<file path="src/rtl/tdm_demux_if.sv">
// Link-side bundle for the TDM demultiplexer: multiplexed input word plus
// the per-lane outputs and frame status.
interface tdm_demux_if #(
  parameter int unsigned N_CH = 4,
  parameter int unsigned W    = 8
);
  logic                in_valid;
  logic                in_sof;
  logic [W-1:0]        in_data;
  logic [N_CH*W-1:0]   out_data;
  logic [N_CH-1:0]     out_valid;
  logic                frame_done;
  logic                sync_err;
  logic                locked;

  // Driver of the multiplexed stream, consumer of the lanes.
  modport master (
    output in_valid, in_sof, in_data,
    input  out_data, out_valid, frame_done, sync_err, locked
  );

  // The demultiplexer itself.
  modport slave (
    input  in_valid, in_sof, in_data,
    output out_data, out_valid, frame_done, sync_err, locked
  );
endinterface

</file>
<file path="src/rtl/tdm_demux.sv">
// Time-division demultiplexer: locks to the start-of-frame marker and steers
// each word of the stream to its own registered lane.
module tdm_demux #(
  parameter int unsigned N_CH = 4,
  parameter int unsigned W    = 8
) (
  input logic        clk,
  input logic        rst_n,
  tdm_demux_if.slave bus
);

  localparam int unsigned ChW = (N_CH > 1) ? $clog2(N_CH) : 1;
  localparam logic [ChW-1:0] LastCh = ChW'(N_CH - 1);

  typedef enum logic {StHunt, StLock} state_e;

  state_e              state_q, state_d;
  logic [ChW-1:0]      ch_q, ch_d;
  logic [N_CH*W-1:0]   data_q, data_d;
  logic [N_CH-1:0]     valid_q, valid_d;
  logic                done_q, done_d;
  logic                err_q, err_d;
  logic                wr_en;
  logic [ChW-1:0]      wr_idx;

  // Framing decisions and lane steering for the word presented this cycle.
  always_comb begin
    state_d = state_q;
    ch_d    = ch_q;
    data_d  = data_q;
    valid_d = '0;
    done_d  = 1'b0;
    err_d   = 1'b0;
    wr_en   = 1'b0;
    wr_idx  = ch_q;

    if (bus.in_valid) begin
      unique case (state_q)
        StHunt: begin
          if (bus.in_sof) begin
            wr_en   = 1'b1;
            wr_idx  = '0;
            ch_d    = ChW'(1);
            state_d = StLock;
          end
        end
        StLock: begin
          if (bus.in_sof) begin
            // A marker mid-frame truncates the frame but still resynchronises.
            err_d  = (ch_q != '0);
            wr_en  = 1'b1;
            wr_idx = '0;
            ch_d   = ChW'(1);
          end else if (ch_q == '0) begin
            // Expected a marker: frame too long or marker lost.
            err_d   = 1'b1;
            ch_d    = '0;
            state_d = StHunt;
          end else begin
            wr_en  = 1'b1;
            wr_idx = ch_q;
            if (ch_q == LastCh) begin
              done_d = 1'b1;
              ch_d   = '0;
            end else begin
              ch_d = ch_q + ChW'(1);
            end
          end
        end
        default: begin
          state_d = StHunt;
          ch_d    = '0;
        end
      endcase
    end

    for (int k = 0; k < int'(N_CH); k++) begin
      if (wr_en && (wr_idx == ChW'(k))) begin
        data_d[k*W +: W] = bus.in_data;
        valid_d[k]       = 1'b1;
      end
    end
  end

  // State, lane and pulse registers.
  always_ff @(posedge clk or negedge rst_n) begin
    if (!rst_n) begin
      state_q <= StHunt;
      ch_q    <= '0;
      data_q  <= '0;
      valid_q <= '0;
      done_q  <= 1'b0;
      err_q   <= 1'b0;
    end else begin
      state_q <= state_d;
      ch_q    <= ch_d;
      data_q  <= data_d;
      valid_q <= valid_d;
      done_q  <= done_d;
      err_q   <= err_d;
    end
  end

  assign bus.out_data   = data_q;
  assign bus.out_valid  = valid_q;
  assign bus.frame_done = done_q;
  assign bus.sync_err   = err_q;
  assign bus.locked     = (state_q == StLock);

endmodule

</file>
<file path="src/flat_wrapper.sv">
// flat-port wrapper written by rule: the top's interface ports become plain ports
module tdm_demux_flat 
#(
  parameter int unsigned N_CH = 4,
  parameter int unsigned W    = 8
)
  (clk, rst_n, bus_in_valid, bus_in_sof, bus_in_data, bus_out_data, bus_out_valid, bus_frame_done, bus_sync_err, bus_locked);
  tdm_demux_if #(.N_CH(N_CH), .W(W)) bus_i ();
  input logic clk;
  input logic rst_n;
  input wire logic [$bits(bus_i.in_valid)-1:0] bus_in_valid;
  input wire logic [$bits(bus_i.in_sof)-1:0] bus_in_sof;
  input wire logic [$bits(bus_i.in_data)-1:0] bus_in_data;
  output wire logic [$bits(bus_i.out_data)-1:0] bus_out_data;
  output wire logic [$bits(bus_i.out_valid)-1:0] bus_out_valid;
  output wire logic [$bits(bus_i.frame_done)-1:0] bus_frame_done;
  output wire logic [$bits(bus_i.sync_err)-1:0] bus_sync_err;
  output wire logic [$bits(bus_i.locked)-1:0] bus_locked;
  assign bus_i.in_valid = bus_in_valid;
  assign bus_i.in_sof = bus_in_sof;
  assign bus_i.in_data = bus_in_data;
  assign bus_out_data = bus_i.out_data;
  assign bus_out_valid = bus_i.out_valid;
  assign bus_frame_done = bus_i.frame_done;
  assign bus_sync_err = bus_i.sync_err;
  assign bus_locked = bus_i.locked;
  tdm_demux #(.N_CH(N_CH), .W(W)) u_core (.clk(clk), .rst_n(rst_n), .bus(bus_i));
endmodule
</file>
<file path="config.mk">
export PLATFORM = sky130hd
export DESIGN_NAME = tdm_demux_flat
export DESIGN_NICKNAME = d
export VERILOG_FILES = /design/src/rtl/tdm_demux_if.sv /design/src/rtl/tdm_demux.sv /design/src/flat_wrapper.sv
export SDC_FILE = /design/constraint.sdc
export NUM_CORES = 1
export LEC_CHECK = 0
export CAP_MARGIN = 25
export CORE_AREA = 2 2 63 65
export CTS_CLUSTER_DIAMETER = 40
export DETAILED_ROUTE_END_ITERATION = 16
export DIE_AREA = 0 0 65 67
export PLACE_DENSITY = 0.78
export SLEW_MARGIN = 25
export SYNTH_ARGS = -nofsm -noshare
export SYNTH_HDL_FRONTEND = slang
export SYNTH_SLANG_ARGS = --single-unit
</file>
<file path="constraint.sdc">
create_clock -name clk -period 2.2 [get_ports clk]
set_input_delay 0.44 -clock clk [delete_from_list [all_inputs] [get_ports clk]]
set_output_delay 0.44 -clock clk [all_outputs]
set_load 0.01 [all_outputs]
</file>
After elaboration in Yosys (flattened, before gate mapping)
Index checks and enable logic that the tools add are counted.
{"block": "totals", "register_bits": 41, "wordCells": 49, "inputBits": 12, "output_inout_bits": 39}
{"block": "classes", "reduce_logical": 8, "n_mux": 25, "n_bitwise": 1, "eq_ne": 5, "addsub": 1}
{"op": "$mux W1", "n": 17}
{"op": "$mux W2", "n": 6}
{"op": "$eq A2 B2 Y1 const B", "n": 3}
{"op": "$logic_and A1 B1 Y1", "n": 4}
{"op": "$logic_not A2 Y1", "n": 2}
{"op": "$pmux W2 S2", "n": 1}
{"op": "$add A2 B1 Y2 const B", "n": 1}
{"op": "$eq A2 B1 Y1 const B", "n": 1}
{"op": "$ne A2 B2 Y1 const B", "n": 1}
{"op": "$pmux W1 S2", "n": 1}
{"op": "$reduce_and A2 Y1", "n": 1}
{"op": "$reduce_bool A2 Y1", "n": 1}
{"op": "$not A1 Y1", "n": 1}

Longest topological paths before layout
Gate-level depths: netlist of run 1.
{"block": "logic_depth", "word_depth": 7, "depth_mapped": 7, "ltp_nobuf": 6}

Worst setup path before layout of run 1
Ideal clock, no wire load.
{"block": "synth_path", "kind": "register to register", "startpoint": "reg u_core.ch_q[0]", "endpoint": "reg u_core.data_q[24], in the netlist u_core.bus.out_data[24]", "n_path_buf": 1, "setup_slack_ps": 231, "arrival_ps": 1844, "period_less_slack_ps": 1969, "setup_time_ps": 125, "path_stages_with_launch": 8, "required_ps": 2075, "cell_sequence": "dfrtp_1 inv_1 ha_1 ha_1 and4bb_4 and3_4 buf_6 mux2_4"}
{"block": "synth_via", "elab_chain_len": 6, "word_cells_on_any_way": 9, "cone_classes": "eq/ne (1); mux (6); reduce/logical (2)"}
{"element": "start, declared", "line": "tdm_demux.sv:18", "rtl": "logic [ChW-1:0] ch_q, ch_d;"}
{"element": "start signal, assigned", "line": "tdm_demux.sv:96", "rtl": "ch_q <= ch_d;"}
{"element": "$logic_not A2 Y1", "line": "tdm_demux.sv:54", "rtl": "end else if (ch_q == '0) begin"}
{"element": "$mux W1", "line": "tdm_demux.sv:54"}
{"element": "$mux W1", "line": "tdm_demux.sv:48", "rtl": "if (bus.in_sof) begin"}
{"element": "$pmux W1 S2", "line": "tdm_demux.sv:38", "rtl": "unique case (state_q)"}
{"element": "$mux W1", "line": "tdm_demux.sv:37", "rtl": "if (bus.in_valid) begin"}
{"element": "$logic_and A1 B1 Y1 *", "line": "tdm_demux.sv:78", "rtl": "if (wr_en && (wr_idx == ChW'(k))) begin"}
{"element": "end signal, assigned", "line": "tdm_demux.sv:97", "rtl": "data_q <= data_d;"}
{"element": "end, declared", "line": "tdm_demux.sv:19", "rtl": "logic [N_CH*W-1:0] data_q, data_d;"}
Every way passes the cells marked *; elsewhere a longest branch is shown, timed or not.
A chain may end at the register's enable or synchronous reset.

Worst setup path in the final report of run 1
{"block": "layout_path", "startpoint": "reg u_core.ch_q[1]", "endpoint": "reg u_core.data_q[12], in the netlist u_core.bus.out_data[12]"}
The elaborated chain is that of the path after synthesis.

==> key figures, run 1 <==
Status
  • Run status: finished clean

Yosys
  • Synth Area in Compound Gates: 2.96%
  • Register area share after synthesis: 62.3%
  • Post-synthesis mux area share: 23.7%
  • Top cell type's share of synthesized area: slightly above 60%
  • Syn nets: 120
  • Post-synth top cells: dfrtp_1 (41), mux2_2 (24), mux2_4 (8)
  • Post-synth ARST share: 100%
  • XOR/XNOR Fraction of Synth Area: 0%
  • Synth Instances: 104
  • Main combinational cell family by area after synthesis: multiplexers
  • Ys Warns: 0
  • Unique cell type count in the Yosys netlist: 20
  • Count leader, synth: dfrtp_1
  • Yosys reg bits: 41
  • Top post-synthesis cells by area: dfrtp_1 (62%), mux2_2 (16%), mux2_4 (7.3%)
  • EDFF count, synth: 0
  • Mapped Area: 1650 µm²
  • Top FF cell, synth: dfrtp_1
  • Cell taking the most area after synthesis: dfrtp_1
  • Synth Area per Inst: around 16 µm²
  • Synth Area in Simple Gates: 5.02%
  • Synth Area in Adders: ~3%

Setup path
  • Reg-to-reg endpoint: u_core.bus.out_data[12]
  • Slowest-stage cell, CP: dfrtp_1
  • Crit. End Element: register
  • WP data arrival: 2220 ps
  • Critical path buffer and inverter count: 1
  • Startpoint Class: register
  • CP Cell Sequence: inv_1 -> ha_1 -> ha_1 -> and4bb_4 -> nand3_2 -> mux2_2
  • Top delay family on crit path: simple AND/OR/NAND/NOR gates
  • CP max stage delay: 450 ps
  • Setup slack, reg-to-reg: roughly 160 ps
  • Reg-to-reg startpoint: u_core.ch_q[1]
  • Cell mode on critical path: ha_1
  • Worst path depth: 6
  • Crit path max fanout: 9
  • CP required: 2380 ps
  • R2R depth: 6
  • Crit Path Category: reg -> reg

Clock tree
  • H-tree levels: 2
  • Clock Pin Slew Worst Setup and Hold Paths: 70 ps
  • Clock root cell: clkbuf_8
  • Cts repair resizes: 0
  • Clock Path Buffers: 2
  • Cts bufs inserted: 5
  • Hold-fix buffers, CTS: 0
  • CTS tree: yes
  • Worst-Skew Late Latency: between 200 and 300 ps
  • Sink Count: slightly above 40
  • Setup Fix Bufs, Post-CTS: 0

Timing
  • RSZ-0062 raised after global routing: false
  • Clock skew: between 2 and 2.5 ps
  • Fmax: ~500 MHz
  • Count of final hold-check violations: 0
  • Tcrit/Tclk final: between 90% and 100%
  • Setup TNS: 0 ps
  • Slew HR: 60.3%
  • Final worst path period need: between 2000 and 2500 ps
  • Final setup fails: 0
  • Tightest Pin Transition: 596 ps
  • Fin. max-slew vios: 0

Die
  • Initial core utilization: 45.7%
  • Ports: 51
  • Die area: 4360 µm²
  • Core Box Area: roughly 3600 µm²
  • Rows: 22
  • DIE WIDTH: 65 µm
  • Chip height: 67 µm

Detailed routing
  • Met2 wire len: 1.64 mm
  • Pre-antenna DRT Iters: 4
  • Routed wl met3: 159 µm
  • # DRC: 0
  • Via count: 1056
  • Detail Route Antenna Nets: 0
  • Total routed wirelength: 3.44 mm
  • DR WL/cell: 16.1 µm
  • DR top layer: met4
  • DRT iter0 DRCs: 41
  • Met1 Wirelength: about 1.5 mm
  • Vias per std cell: 4.93

Global routing
  • Largest net degree at the start of global routing: 29
  • Vias in the first global route: 1064
  • Initial antenna violation count: 0
  • First-pass GRT wire length: ~5.4 mm
  • Total track usage: 17.4%
  • Congestion Overflow GR: 0

Final layout
  • Non-filler cells, final: about 210
  • Multi-input gate area: 572 µm²
  • FF+latch area: 1030 µm²
  • Area Growth Syn to Fin: 42.4%
  • Layout filler cell count: 273
  • Final core occ: between 60 and 70%
  • Final nets: 181
  • Ant. Diodes: 0
  • Layout cell share with drive strength beyond 1: 31.3%

Power
  • Worst VDD drop: 0.559 mV
  • Lkg Pwr: 1.06 nW
  • PD cells: 1360 nW/µm²

Placed design
  • Routability congestion estimate: 0.771
  • DPL Wire Length: ~2.4 mm
  • Placed Instances: 206
  • PortBufs: 50

Run
  • Max Cap Viol: 0

Hold path
  • Hold WC Path Type: in -> async
## layer usage
metal / up-vias / global-route usage (%)
met5: - / 0
met4: 0 / 9.84
met3: 7 / 4.05
met2: 41 / 29.1
met1: 525 / 20.6
li1: 483 / -
## registers in the layout (all words and copies together), names as in the netlist
register	count
u_core.bus.locked	1
u_core.bus.frame_done	1
u_core.bus.out_valid	4
u_core.ch_q	2
u_core.bus.sync_err	1
u_core.bus.out_data	32
## worst register-to-register path: stages, from the launching register on
cell	delay, ps
dfrtp_1	450
inv_1	140
ha_1	210
ha_1	180
and4bb_4	330
nand3_2	260
mux2_2	360
## metrics by stage
step	power, mW	hold WS (ps)	cell area, µm²	setup slack [ps]
after CTS	3.23	159	2340	162
after global placement	2.56	461	2230	-28.8
after global routing	3.37	182	2340	60.8
final	3.20	152	2340	160
after detailed placement	2.60	471	2230	-61.3
after floorplan	1.84	144	1650	231
## worst max path at each step
| stage | from | end | slack, ps |
|---|---|---|---|
| floorplan | u_core.ch_q[0] | u_core.bus.out_data[24] | 230 |
| global placement | bus_in_sof | u_core.bus.out_data[18] | -30 |
| detailed placement | bus_in_sof | u_core.bus.out_data[12] | -60 |
| CTS | u_core.ch_q[1] | u_core.bus.out_data[19] | 160 |
| global route | u_core.ch_q[1] | u_core.bus.out_data[13] | 60 |
| finish | u_core.ch_q[1] | u_core.bus.out_data[12] | 160 |
## logic make-up after synthesis
| family | count (synthesis) |
|---|---|
| fa+ha+maj | 4 |
| simple gates | 11 |
| mux | 32 |
| flops | 41 |
| compound gates | 7 |
| buf+inv | 9 |
## cells in the final DEF (no fill, tap or decap)
cell type	Yosys	final
clkdlybuf4s50_1	0	49
dfrtp_1	41	41
mux2_2	24	24
mux2_4	8	8
buf_4	2	7
inv_1	6	6
clkbuf_8	0	6
ha_1	4	4
nor3b_1	2	2
nand2_1	2	2
nand3_2	2	2
nor2_1	2	2
a21oi_1	2	2
o211ai_2	1	1
and4bb_4	1	1
and3_4	1	1
a31oi_1	1	1
nand3_1	1	1
o21ai_0	1	1
o2bb2ai_1	1	1
o22ai_1	1	1
bufinv_16	0	1
clkbuf_1	0	1
buf_2	0	1
## where the power goes
part,total [mW],switching (mW),leakage [nW],internal (mW)
Sequential,1.26,0.195,0.504,1.07
Combinational,1.33,0.482,0.498,0.846
Clock,0.610,0.240,0.0585,0.370
Total,3.20,0.918,1.06,2.28
## cell type report
| cell class | count | share of cell area, % |
|---|---|---|
| flip-flops and latches | 41 | 43.8 |
| multi-input cells | 54 | 24.4 |
| repair buffers | 57 | 23.4 |
| clock buffers | 7 | 3.68 |
| well taps | 48 | 2.56 |
| clock inverters | 1 | 1.28 |
| inverters | 6 | 0.961 |
(Power assumes the default switching activity.)
==> run 2: changes to the inputs <==
- CAP_MARGIN: 25 -> 20
- SLEW_MARGIN: 25 -> 5
==> results of run 2 <==
Final layout, timing and power as in run 1 (identical DEF).
